## src/rtl/seq_ctrl.sv

```systemverilog
// seq_ctrl: multicycle CPU state sequencer.
// Operand fetch, bus wait timeout, interrupt entry, single-step.
module seq_ctrl #(
    parameter int OPL_MAX  = 3,
    parameter int WAIT_MAX = 15,
    parameter int WCNT_W   = 4
) (
    input  logic       clk,
    input  logic       rst_n,
    input  logic       run,
    input  logic       hlt,
    input  logic       step,
    input  logic       irq,
    input  logic       ie,
    input  logic [2:0] opl_n,
    input  logic       mem_rd,
    input  logic       ld,
    input  logic       bus_rdy,
    output logic [3:0] q,
    output logic [2:0] opl_idx,
    output logic       busy,
    output logic       irq_ack,
    output logic       bus_err
);

    typedef enum logic [3:0] {
        S_IDLE  = 4'd0,
        S_OPCFT = 4'd1,
        S_OPLRD = 4'd2,
        S_OPLFT = 4'd3,
        S_ADRD  = 4'd4,
        S_EXERD = 4'd5,
        S_EXE   = 4'd6,
        S_LOAD  = 4'd7,
        S_CHK   = 4'd8,
        S_INTR  = 4'd9,
        S_ERR   = 4'd10
    } state_e;

    localparam logic [2:0]        OPL_MAX_C  = 3'(OPL_MAX);
    localparam logic [WCNT_W-1:0] WAIT_MAX_C = WCNT_W'(WAIT_MAX);
    localparam logic              TMO_EN     = (WAIT_MAX != 0);

    state_e            state_q, state_d;
    logic [2:0]        opl_idx_q, opl_idx_d;
    logic [2:0]        opl_n_q, opl_n_d;
    logic [WCNT_W-1:0] wcnt_q, wcnt_d;
    logic              irq_ack_q, irq_ack_d;
    logic              bus_err_q, bus_err_d;

    logic [2:0]        opl_clamp;
    logic              wait_st;
    logic              tmo;

    // Operand count clamp and wait-state timeout detection
    always_comb begin
        opl_clamp = (opl_n > OPL_MAX_C) ? OPL_MAX_C : opl_n;
        wait_st   = (state_q == S_OPLRD) || (state_q == S_OPLFT) ||
                    (state_q == S_EXERD) || (state_q == S_LOAD)  ||
                    (state_q == S_INTR);
        tmo       = TMO_EN && wait_st && !bus_rdy &&
                    (wcnt_q == WAIT_MAX_C);
    end

    // Next-state, operand index, wait counter and flag logic
    always_comb begin
        state_d   = state_q;
        opl_idx_d = opl_idx_q;
        opl_n_d   = opl_n_q;
        wcnt_d    = '0;
        irq_ack_d = 1'b0;
        bus_err_d = bus_err_q;

        case (state_q)
            S_IDLE: begin
                if (run) state_d = S_OPCFT;
            end
            S_OPCFT: begin
                opl_idx_d = '0;
                state_d   = S_OPLRD;
            end
            S_OPLRD: begin
                if (bus_rdy) begin
                    opl_n_d = opl_clamp;
                    state_d = (opl_clamp == 3'd0) ? S_ADRD : S_OPLFT;
                end
            end
            S_OPLFT: begin
                if (bus_rdy) begin
                    if (opl_idx_q == 3'(opl_n_q - 3'd1)) begin
                        state_d = S_ADRD;
                    end else begin
                        opl_idx_d = opl_idx_q + 3'd1;
                    end
                end
            end
            S_ADRD: begin
                state_d = mem_rd ? S_EXERD : S_EXE;
            end
            S_EXERD: begin
                if (bus_rdy) state_d = S_EXE;
            end
            S_EXE: begin
                if (hlt)     state_d = S_IDLE;
                else if (ld) state_d = S_LOAD;
                else         state_d = S_CHK;
            end
            S_LOAD: begin
                if (bus_rdy) state_d = S_CHK;
            end
            S_CHK: begin
                if (irq && ie) state_d = S_INTR;
                else if (step) state_d = S_IDLE;
                else           state_d = S_OPCFT;
            end
            S_INTR: begin
                if (bus_rdy) begin
                    irq_ack_d = 1'b1;
                    state_d   = S_OPCFT;
                end
            end
            S_ERR: begin
                if (!run) begin
                    state_d   = S_IDLE;
                    bus_err_d = 1'b0;
                end
            end
            default: begin
                state_d = S_IDLE;
            end
        endcase

        // bus_rdy in the timeout cycle takes precedence, tmo needs !bus_rdy
        if (tmo) begin
            state_d   = S_ERR;
            bus_err_d = 1'b1;
        end

        // count only consecutive not-ready cycles within one wait state
        if (wait_st && !bus_rdy && (state_d == state_q)) begin
            wcnt_d = (wcnt_q == '1) ? wcnt_q : wcnt_q + 1'b1;
        end
    end

    // State and datapath registers, asynchronous active-low reset
    always_ff @(posedge clk or negedge rst_n) begin
        if (!rst_n) begin
            state_q   <= S_IDLE;
            opl_idx_q <= '0;
            opl_n_q   <= '0;
            wcnt_q    <= '0;
            irq_ack_q <= 1'b0;
            bus_err_q <= 1'b0;
        end else begin
            state_q   <= state_d;
            opl_idx_q <= opl_idx_d;
            opl_n_q   <= opl_n_d;
            wcnt_q    <= wcnt_d;
            irq_ack_q <= irq_ack_d;
            bus_err_q <= bus_err_d;
        end
    end

    assign q       = state_q;
    assign opl_idx = opl_idx_q;
    assign busy    = (state_q != S_IDLE);
    assign irq_ack = irq_ack_q;
    assign bus_err = bus_err_q;

endmodule
```

## config.mk

```make
export PLATFORM = sky130hd
export DESIGN_NAME = seq_ctrl
export DESIGN_NICKNAME = d
export VERILOG_FILES = /design/src/rtl/seq_ctrl.sv
export SDC_FILE = /design/constraint.sdc
export NUM_CORES = 1
export LEC_CHECK = 0
export CORE_MARGIN = 3
export CORE_UTILIZATION = 25
export DETAILED_ROUTE_END_ITERATION = 7
export GPL_TIMING_DRIVEN = 1
export PLACE_DENSITY_LB_ADDON = 0.1
export SYNTH_ARGS = -nofsm -noshare
export SYNTH_HDL_FRONTEND = slang
export SYNTH_SLANG_ARGS = --single-unit
```

## constraint.sdc

```tcl
create_clock -name clk -period 4 [get_ports clk]
set_input_delay 0.4 -clock clk [delete_from_list [all_inputs] [get_ports clk]]
set_output_delay 0.4 -clock clk [all_outputs]
set_load 0.05 [all_outputs]
```

## After elaboration in Yosys (flattened, before gate mapping)

Index checks and enable logic that the tools add are counted.

| operators by class | value |
|---|---|
| muxes and demuxes | 27 |
| eq/ne operators | 17 |
| reduce and logical (&&, ||, !) cells | 17 |
| add/subtract/negate cells | 3 |
| order comparisons | 1 |

Operators with widths:

| operator | count |
|---|---|
| two-way mux 4 bit | 14 |
| one-hot mux 4 bit (11 select lines) | 1 |
| equality test 4 x 3 -> 1 bit (second input constant) | 4 |
| equality test 4 bit (second input constant) | 4 |
| two-way mux 3 bit | 4 |
| equality test 4 x 2 -> 1 bit (second input constant) | 2 |
| two-way mux 1 bit | 6 |
| inequality test 2 bit (second input constant) | 3 |
| one-hot mux 3 bit (2 select lines) | 1 |
| adder 4 x 1 -> 4 bit (second input constant) | 1 |
| equality test 4 x 1 -> 1 bit (second input constant) | 1 |
| equality test 4 bit | 1 |
| logical AND 1 bit | 4 |
| logical NOT 4 bit | 1 |
| logical OR 1 bit | 4 |
| AND reduction 2 bit | 2 |
| nonzero test 2 bit | 2 |
| nonzero test 4 bit | 1 |
| adder 3 x 1 -> 3 bit (second input constant) | 1 |
| equality test 3 bit | 1 |
| > comparator 3 x 2 -> 1 bit (second input constant) | 1 |
| logical NOT 3 bit | 1 |
| AND reduction 3 bit | 1 |
| subtractor 3 x 1 -> 3 bit (second input constant) | 1 |
| other kinds (3) | 3 |

| word-level totals | value |
|---|---|
| word-level logic and storage cells | 71 |
| input bits | 13 |
| register bits | 16 |
| output and inout bits | 10 |

## Depth between registers and ports, before layout

Gate-level depths: netlist of run 1.

| depth | value |
|---|---|
| depth after elaboration | 11 |
| mapped depth | 7 |
| depth with buffers taken out | 7 |

## Worst setup path before layout of run 1

No wires, ideal clock.

| timing path | value |
|---|---|
| path kind | reg2reg |
| start | register state_q[2], in the netlist q[2] |
| end | register wcnt_q[0] |
| cell stages (with the launch flop) | 7 |
| clock period less this slack | 1988 ps |
| path slack | 2012 ps |
| setup time | 128 ps |
| buffers on the path | 1 |
| required time | 3872 ps |
| arrival | 1859 ps |
| cells stage by stage | dfrtp_1 > buf_4 > or3b_1 > a311oi_2 > nor4_2 > o21ai_2 > a211oi_1 |

| between the ends | value |
|---|---|
| cells in the longest elaborated chain, start to end | 11 |
| elaborated cells on any way between the ends | 31 |
| classes of those cells | eq/ne: 12; mux: 11; reduce/logical: 8 |

RTL lines:

| item | RTL line | source |
|---|---|---|
| from (decl) | 44 | `state_e state_q, state_d;` |
| from (signal assigned) | 155 | `state_q <= state_d;` |
| equality test 4 x 2 -> 1 bit | 58, 74 |  |
| logical OR 1 bit (2 in series) | 58 | `wait_st = (state_q == S_OPLRD) \|\| (state_q == S_OPLFT) \|\|` |
| logical OR 1 bit (2 in series) | 59 | `(state_q == S_EXERD) \|\| (state_q == S_LOAD) \|\|` |
| logical AND 1 bit | 61, 140 |  |
| logical AND 1 bit | 61 | `tmo = TMO_EN && wait_st && !bus_rdy &&` |
| two-way mux 4 bit | 134 | `if (tmo) begin` |
| equality test 4 bit | 140 | `if (wait_st && !bus_rdy && (state_d == state_q)) begin` |
| logical AND 1 bit * | 140 |  |
| inequality test 2 bit (no line) or two-way mux 4 bit (tied branches) | n/a |  |
| to (signal assigned) | 158 | `wcnt_q <= wcnt_d;` |
| to (decl) | 47 | `logic [WCNT_W-1:0] wcnt_q, wcnt_d;` |

Every way passes the cells marked *; elsewhere a longest branch is shown, timed or not.
A chain may end at the register's enable or synchronous reset.

## Worst setup path in the final report of run 1

| timing path | value |
|---|---|
| start | register state_q[0], in the netlist q[0] |
| end | output busy |

| between the ends | value |
|---|---|
| cells in the longest elaborated chain, start to end | 1 |

RTL lines:

| item | RTL line | source |
|---|---|---|
| nonzero test 4 bit | 166 | `assign busy = (state_q != S_IDLE);` |
| to (decl) | 21 | `output logic busy,` |

No other way between the ends.

==> results of run 1 <==
-- path summary, 6_finish.rpt --
kind | depth (start not counted) | to | slack (ns) | start
setup / recovery | 3 | busy | 1.57 | q[0]
hold / removal | 2 | opl_n_q[1] | 0.49 | opl_n_q[1]
setup reg to reg | 5 | wcnt_q[0] | 1.90 | q[1]
hold reg to reg | 2 | opl_n_q[1] | 0.49 | opl_n_q[1]
max in group asynchronous | 1 | opl_n_q[2] | 2.96 | rst_n
min in group asynchronous | 1 | wcnt_q[3] | 0.58 | rst_n
-- kinds of logic after synthesis --
kind of cell / count (synthesis) / share of synthesized area
AO/OA/AOI/OAI: 33 / 0.193
XOR/XNOR: 5 / 0.0491
adder cells (fa/ha/maj): 3 / 0.0314
buffers and inverters: 14 / 0.0616
flip-flops: 16 / 0.334
multiplexers: 3 / 0.0251
AND/OR/NAND/NOR: 54 / 0.305
-- stage by stage --
stage	area (µm²)	instances	setup slack, ns
3_5_place_dp	1440	195	1.53
2_1_floorplan	1200	128	2.01
5_1_grt	1490	199	1.47
6_report	1490	199	1.57
3_3_place_gp	1440	195	1.57
4_1_cts	1490	199	1.55
-- power groups by stage --
| stage | logic (mW) | clock network (mW) | registers (mW) |
|---|---|---|---|
| after detailed placement | 0.586 | 0 | 0.322 |
| after floorplan | 0.416 | 0 | 0.348 |
| after global routing | 0.640 | 0.155 | 0.333 |
| after CTS | 0.590 | 0.150 | 0.319 |
| after global placement | 0.582 | 0 | 0.321 |
| final | 0.583 | 0.145 | 0.318 |
-- flip-flops by register name, summed over array words and instances (netlist names) --
register / cells
irq_ack: 1
q: 4
wcnt_q: 4
opl_n_q: 3
opl_idx: 3
bus_err: 1
-- worst max-delay path, cell delays in order (launching register included) --
cell and delay, ns:
dfrtp_1 0.62, nor4_2 0.40, inv_1 0.06, clkdlybuf4s50_1 0.70
-- metal layers --
layer  global-route usage  vias up
met3               0.0214        2
met4               0.0350        0
li1                     -      511
met1                0.146      465
met5                    0        -
met2                0.170       16
-- cell usage in the layout, fill, tap and decap left out, types with 2 or more instances in the layout --
cell             instances
nand2b_1                 2
clkdlybuf4s50_1         22
nand2_1                  8
clkbuf_8                 4
nor2_1                   6
nor2b_1                  6
a211oi_1                 5
nor4b_1                  3
o21a_1                   2
and4bb_2                 2
dfrtp_1                 16
a31oi_1                  3
ha_1                     3
a21oi_1                  4
mux2i_1                  3
a21o_1                   2
nand3b_1                 4
nand3_1                  5
xnor2_1                  4
o21ai_0                  8
nor4_2                   2
inv_1                    6
nor3b_1                  3
and3_1                   2
-- final cells by class --
cell class / count / area (µm²) / share of cell area
Inverter: 7 / 26.3 / 0.0176
Clock buffer: 4 / 55.1 / 0.0369
Sequential cell: 16 / 400 / 0.269
Timing Repair Buffer: 22 / 220 / 0.148
Tap cell: 52 / 65.1 / 0.0437
Multi-Input combinational cell: 98 / 723 / 0.485
==> metrics.md, run 1 <==
| Metric | Value |
|---|---|
| Status | completed |
| Total of max-cap violations | 0 |
| Gr ovfl total | 0 |
| # diodes | 0 |
| Number of global-route vias before repair | 961 |
| I/O pin total | 23 |
| Final Hold Fails | 0 |
| Yosys top cell area share | 0.334 |
| Routability congestion estimate | 0.752 |
| Wl on met1 | 1350 µm |
| YS warnings | 0 |
| # clock sinks | 16 |
| Post-route minimum period | 2.43 ns |
| H-tree lvl count | 1 |
| Comb power frac | 0.557 |
| Met2 Routed Length | 1280 µm |
| Required @ worst endpoint | 3.60 ns |
| Unrepaired setup endpoints after global routing | no |
| Syn nets | 144 |
| Fmax | 411 MHz |
| Starting density of the core | 0.268 |
| Nets@finish | 164 |
| DR WL/cell | 13.9 µm |
| Cell Pwr Density | 702 mW/mm² |
| # fillers | 470 |
| WS Path Type | register to output port |
| First-pass DRT Iterations | 4 |
| First-pass GRT wire length | 4600 µm |
| Area of the mapped netlist | 0.00120 mm² |
| DR vias | 994 |
| Max-slew violations | 0 |
| Cts repair resizes | 0 |
| Hold-fix buffers at CTS | 0 |
| EDFF count, synth | 0 |
| Synth cell types | 48 |
| I/O Buffers | 22 |
| Largest net degree at the start of global routing | 22 |
| Internal Power | 0.552 mW |
| Clock Latency Late Sink | 0.25 ns |
| Clk root buf | clkbuf_8 |
| Leakage | 0.622 nW |
| Critical path endpoint category | output port |
| Die Y | 75.2 µm |
| Worst-Margin Slew | 0.724 ns |
| DIE AREA | 0.00566 mm² |
| Vias per inst | 4.99 |
| Number of DRC markers in iteration 0 | 27 |
| Cell count after synthesis | 128 |
| Area grow syn2layout | 24.5% |
| Register area share after synthesis | 0.334 |
| Final Util | 0.333 |
| Final worst-path cycle share | 0.609 |
| Post-CTS Setup Inserts | 0 |
| Clock Pin Slew Worst Setup and Hold Paths | 0.07 ns |
| Peak VDD IR | 0.223 mV |
| Hold Crit Class | register to register |
| Crit path launch type | register |
| Core box area | 0.00447 mm² |
| Power share of the sequential group | 0.304 |
| Synthesis-stage register bit count | 16 |
| Gr usage total | 0.107 |
| Endpoints failing setup | 0 |
| Final TNS setup | 0 ns |
| Clock power frac | 0.138 |
| Commonest cells in the netlist | dfrtp_1 (16), nand2_1 (8), o21ai_0 (8) |
| Layout cell share with drive strength beyond 1 | 0.102 |
| Final antenna-violating net count | 0 |
| Slew margin rel. | 0.516 |
| Die width | 75.2 µm |
| WL met3 | 91 µm |
| Worst hold slack | 0.492 ns |
| Layout Skew | 0.00349 ns |
| Synth area leader | dfrtp_1 |
| Total wire length | 2760 µm |
| DR top layer | met4 |
| Num CTS Buffers | 3 |
| Worst-path maximum fanout | 21 |
| Antenna violations before repair | 0 |
| Async SR Flop Fraction | 1.00 |
| Psw | 0.494 mW |
| Total power | 1.05 mW |
| CTS max path bufs | 2 |
| Syn Area/Cell | 9.35 µm² |
| Top area cells in the synthesized netlist | dfrtp_1 (33%), o21ai_0 (3.3%), a211oi_1 (3.1%), ha_1 (3.1%), nor2b_1 (3.1%) |
| Crit path DAT | 2.03 ns |
| Sw Ratio | 0.473 |
| Cell row count | 24 |
| Residual DRC count | 0 |
| Ys flop type | dfrtp_1 |
| TritonCTS clock tree | done |
| Final HPWL DP | 2020 µm |
| Cell with the most instances after synthesis | dfrtp_1 |
No activity file was read; power rests on OpenSTA's default activity.
==> run 2, diff against run 1 <==
clock period = 2.4 ns   (was 4 ns; I/O delays follow)
==> metrics.md, run 2 (synthesis gave the netlist of run 1 again) <==
| Metric | Value |
|---|---|
| Vias per inst | 5.09 (+1.9%) |
| Layout cell share with drive strength beyond 1 | 0.114 (+0.0121) |
| RR Endpoint | wcnt_q[2] |
| Required @ worst endpoint | 2.16 ns (-1.44 ns) |
| Hold-fix buffers at CTS | 0 (unchanged) |
| Fmax | 455 MHz |
| # diodes | 0 (unchanged) |
| Clock Pin Slew Worst Setup and Hold Paths | 0.06 ns (about the same) |
| Reg2reg setup slack | 0.34 ns (-1.56 ns) |
| # clock sinks | 16 (unchanged) |
| H-tree lvl count | 1 (unchanged) |
| I/O Buffers | 22 (unchanged) |
| Setup crit end | busy |
| DR WL/cell | 13.8 µm (-0.64%) |
| Worst-Margin Slew | 0.745 ns (+0.0203 ns) |
| Endpoints failing setup | 0 (unchanged) |
| Worst hold slack | 0.437 ns (-0.0550 ns) |
| Leakage | 0.629 nW (+1.2%) |
| Antenna violations before repair | 0 (unchanged) |
| TritonCTS clock tree | done |
| DIE AREA | 0.00566 mm² (unchanged) |
| Routability congestion estimate | 0.866 (+15%) |
| Crit path DAT | 1.96 ns (-0.07 ns) |
| Core box area | 0.00447 mm² (unchanged) |
| Peak VDD IR | 0.348 mV (+56%) |
| Crit path launch type | register |
| Starting density of the core | 0.268 (unchanged) |
| DR vias | 1,023 (+2.9%) |
| CTS max path bufs | 2 (unchanged) |
| Most frequent cells in the layout | clkdlybuf4s50_1 (22), dfrtp_1 (16), nand2_1 (8), o21ai_0 (8) |
| Status | completed |
| Number of global-route vias before repair | 972 (+1.1%) |
| First-pass DRT Iterations | 4 (unchanged) |
| I/O pin total | 23 (unchanged) |
| Slew margin rel. | 0.502 (-0.0136) |
| Clk root buf | clkbuf_8 |
| Hold Crit Class | input pin to async pin |
| Total wire length | 2770 µm (+0.36%) |
| Nets@finish | 167 (+1.8%) |
| Unrepaired setup endpoints after global routing | no |
| Final TNS setup | 0 ns (unchanged) |
| Largest net degree at the start of global routing | 21 (-4.5%) |
| Post-CTS Setup Inserts | 0 (unchanged) |
| R2R depth | 5 (unchanged) |
| Die width | 75.2 µm (unchanged) |
| Dpl cells | 198 (+1.5%) |
| Critical path endpoint category | output port |
| Gr usage total | 0.107 (-0.000275) |
| Final HPWL DP | 2110 µm (+4.9%) |
| Total of max-cap violations | 0 (unchanged) |
| First-pass GRT wire length | 4640 µm (+0.89%) |
| Die Y | 75.2 µm (unchanged) |
| Post-route minimum period | 2.20 ns |
| Number of DRC markers in iteration 0 | 19 (-30%) |
| Cts repair resizes | 0 (unchanged) |
| Gr ovfl total | 0 (unchanged) |
| Area grow syn2layout | 25.2% |
| Layout Skew | 0.00360 ns (+0.000108 ns) |
| Most common cell after layout, fill and taps aside | clkdlybuf4s50_1 |
| Final antenna-violating net count | 0 (unchanged) |
| Max-slew violations | 0 (unchanged) |
| Final Hold Fails | 0 (unchanged) |
| Num CTS Buffers | 3 (unchanged) |
| Clock Latency Late Sink | 0.24 ns (about the same) |
| WS Path Type | register to output port |
| Residual DRC count | 0 (unchanged) |
| Critical R2R Launch | q[1] |
| Final Non-Filler Cells | 201 (+1.0%) |
| Cell row count | 24 (unchanged) |
| Cell Pwr Density | 1150 mW/mm² (+63%) |
| Origin of the worst setup path | q[3] |
| Final worst-path cycle share | 0.916 |
| Worst-path maximum fanout | 20 (-4.8%) |
## run 2: worst max-delay path, stage by stage, from the launching register on
cell and delay, ns:
dfrtp_1 0.73, nor4_2 0.11, inv_1 0.07, clkdlybuf4s50_1 0.79
## run 2: worst min path at each step
stage                    start         end  slack (ns)  cells past startpoint
finish                   rst_n     irq_ack        0.44                      1
global route             rst_n  opl_idx[2]        0.49                      1
detailed placement  opl_n_q[1]  opl_n_q[1]        0.48                      2
global placement    opl_n_q[1]  opl_n_q[1]        0.47                      2
floorplan                rst_n     bus_err       -0.06                      0
CTS                      rst_n     irq_ack        0.47                      1
## run 2: per-layer routing
layer  track usage  up-vias  part of all wire
li1              -      513                 -
met1         0.149      483              0.50
met2         0.167       25              0.46
met3        0.0120        2             0.030
met4        0.0466        0             0.012
met5             0        -                 0
## run 2: stage by stage
step	worst slack (ns)	utilization	instance area, µm²	power (mW)
after floorplan	0.412	-	1200	1.27
after global placement	0.318	0.326	1460	1.53
after detailed placement	0.235	0.326	1460	1.54
after CTS	0.183	0.335	1500	1.75
after global routing	0.0553	0.335	1500	1.87
final	0.202	0.335	1500	1.72
## run 2: area by class of cell
class,count,area [µm²]
well taps,52,65.1
inverters,7,26.3
multi-input cells,98,723
repair buffers,25,243
fillers,439,2980
flip-flops and latches,16,400
clock buffers,3,41.3
## run 2: where the power goes
| group | internal [mW] | switching (mW) |
|---|---|---|
| clock | 0.111 | 0.0865 |
| combinational | 0.449 | 0.571 |
| sequential | 0.347 | 0.155 |
| total | 0.907 | 0.813 |
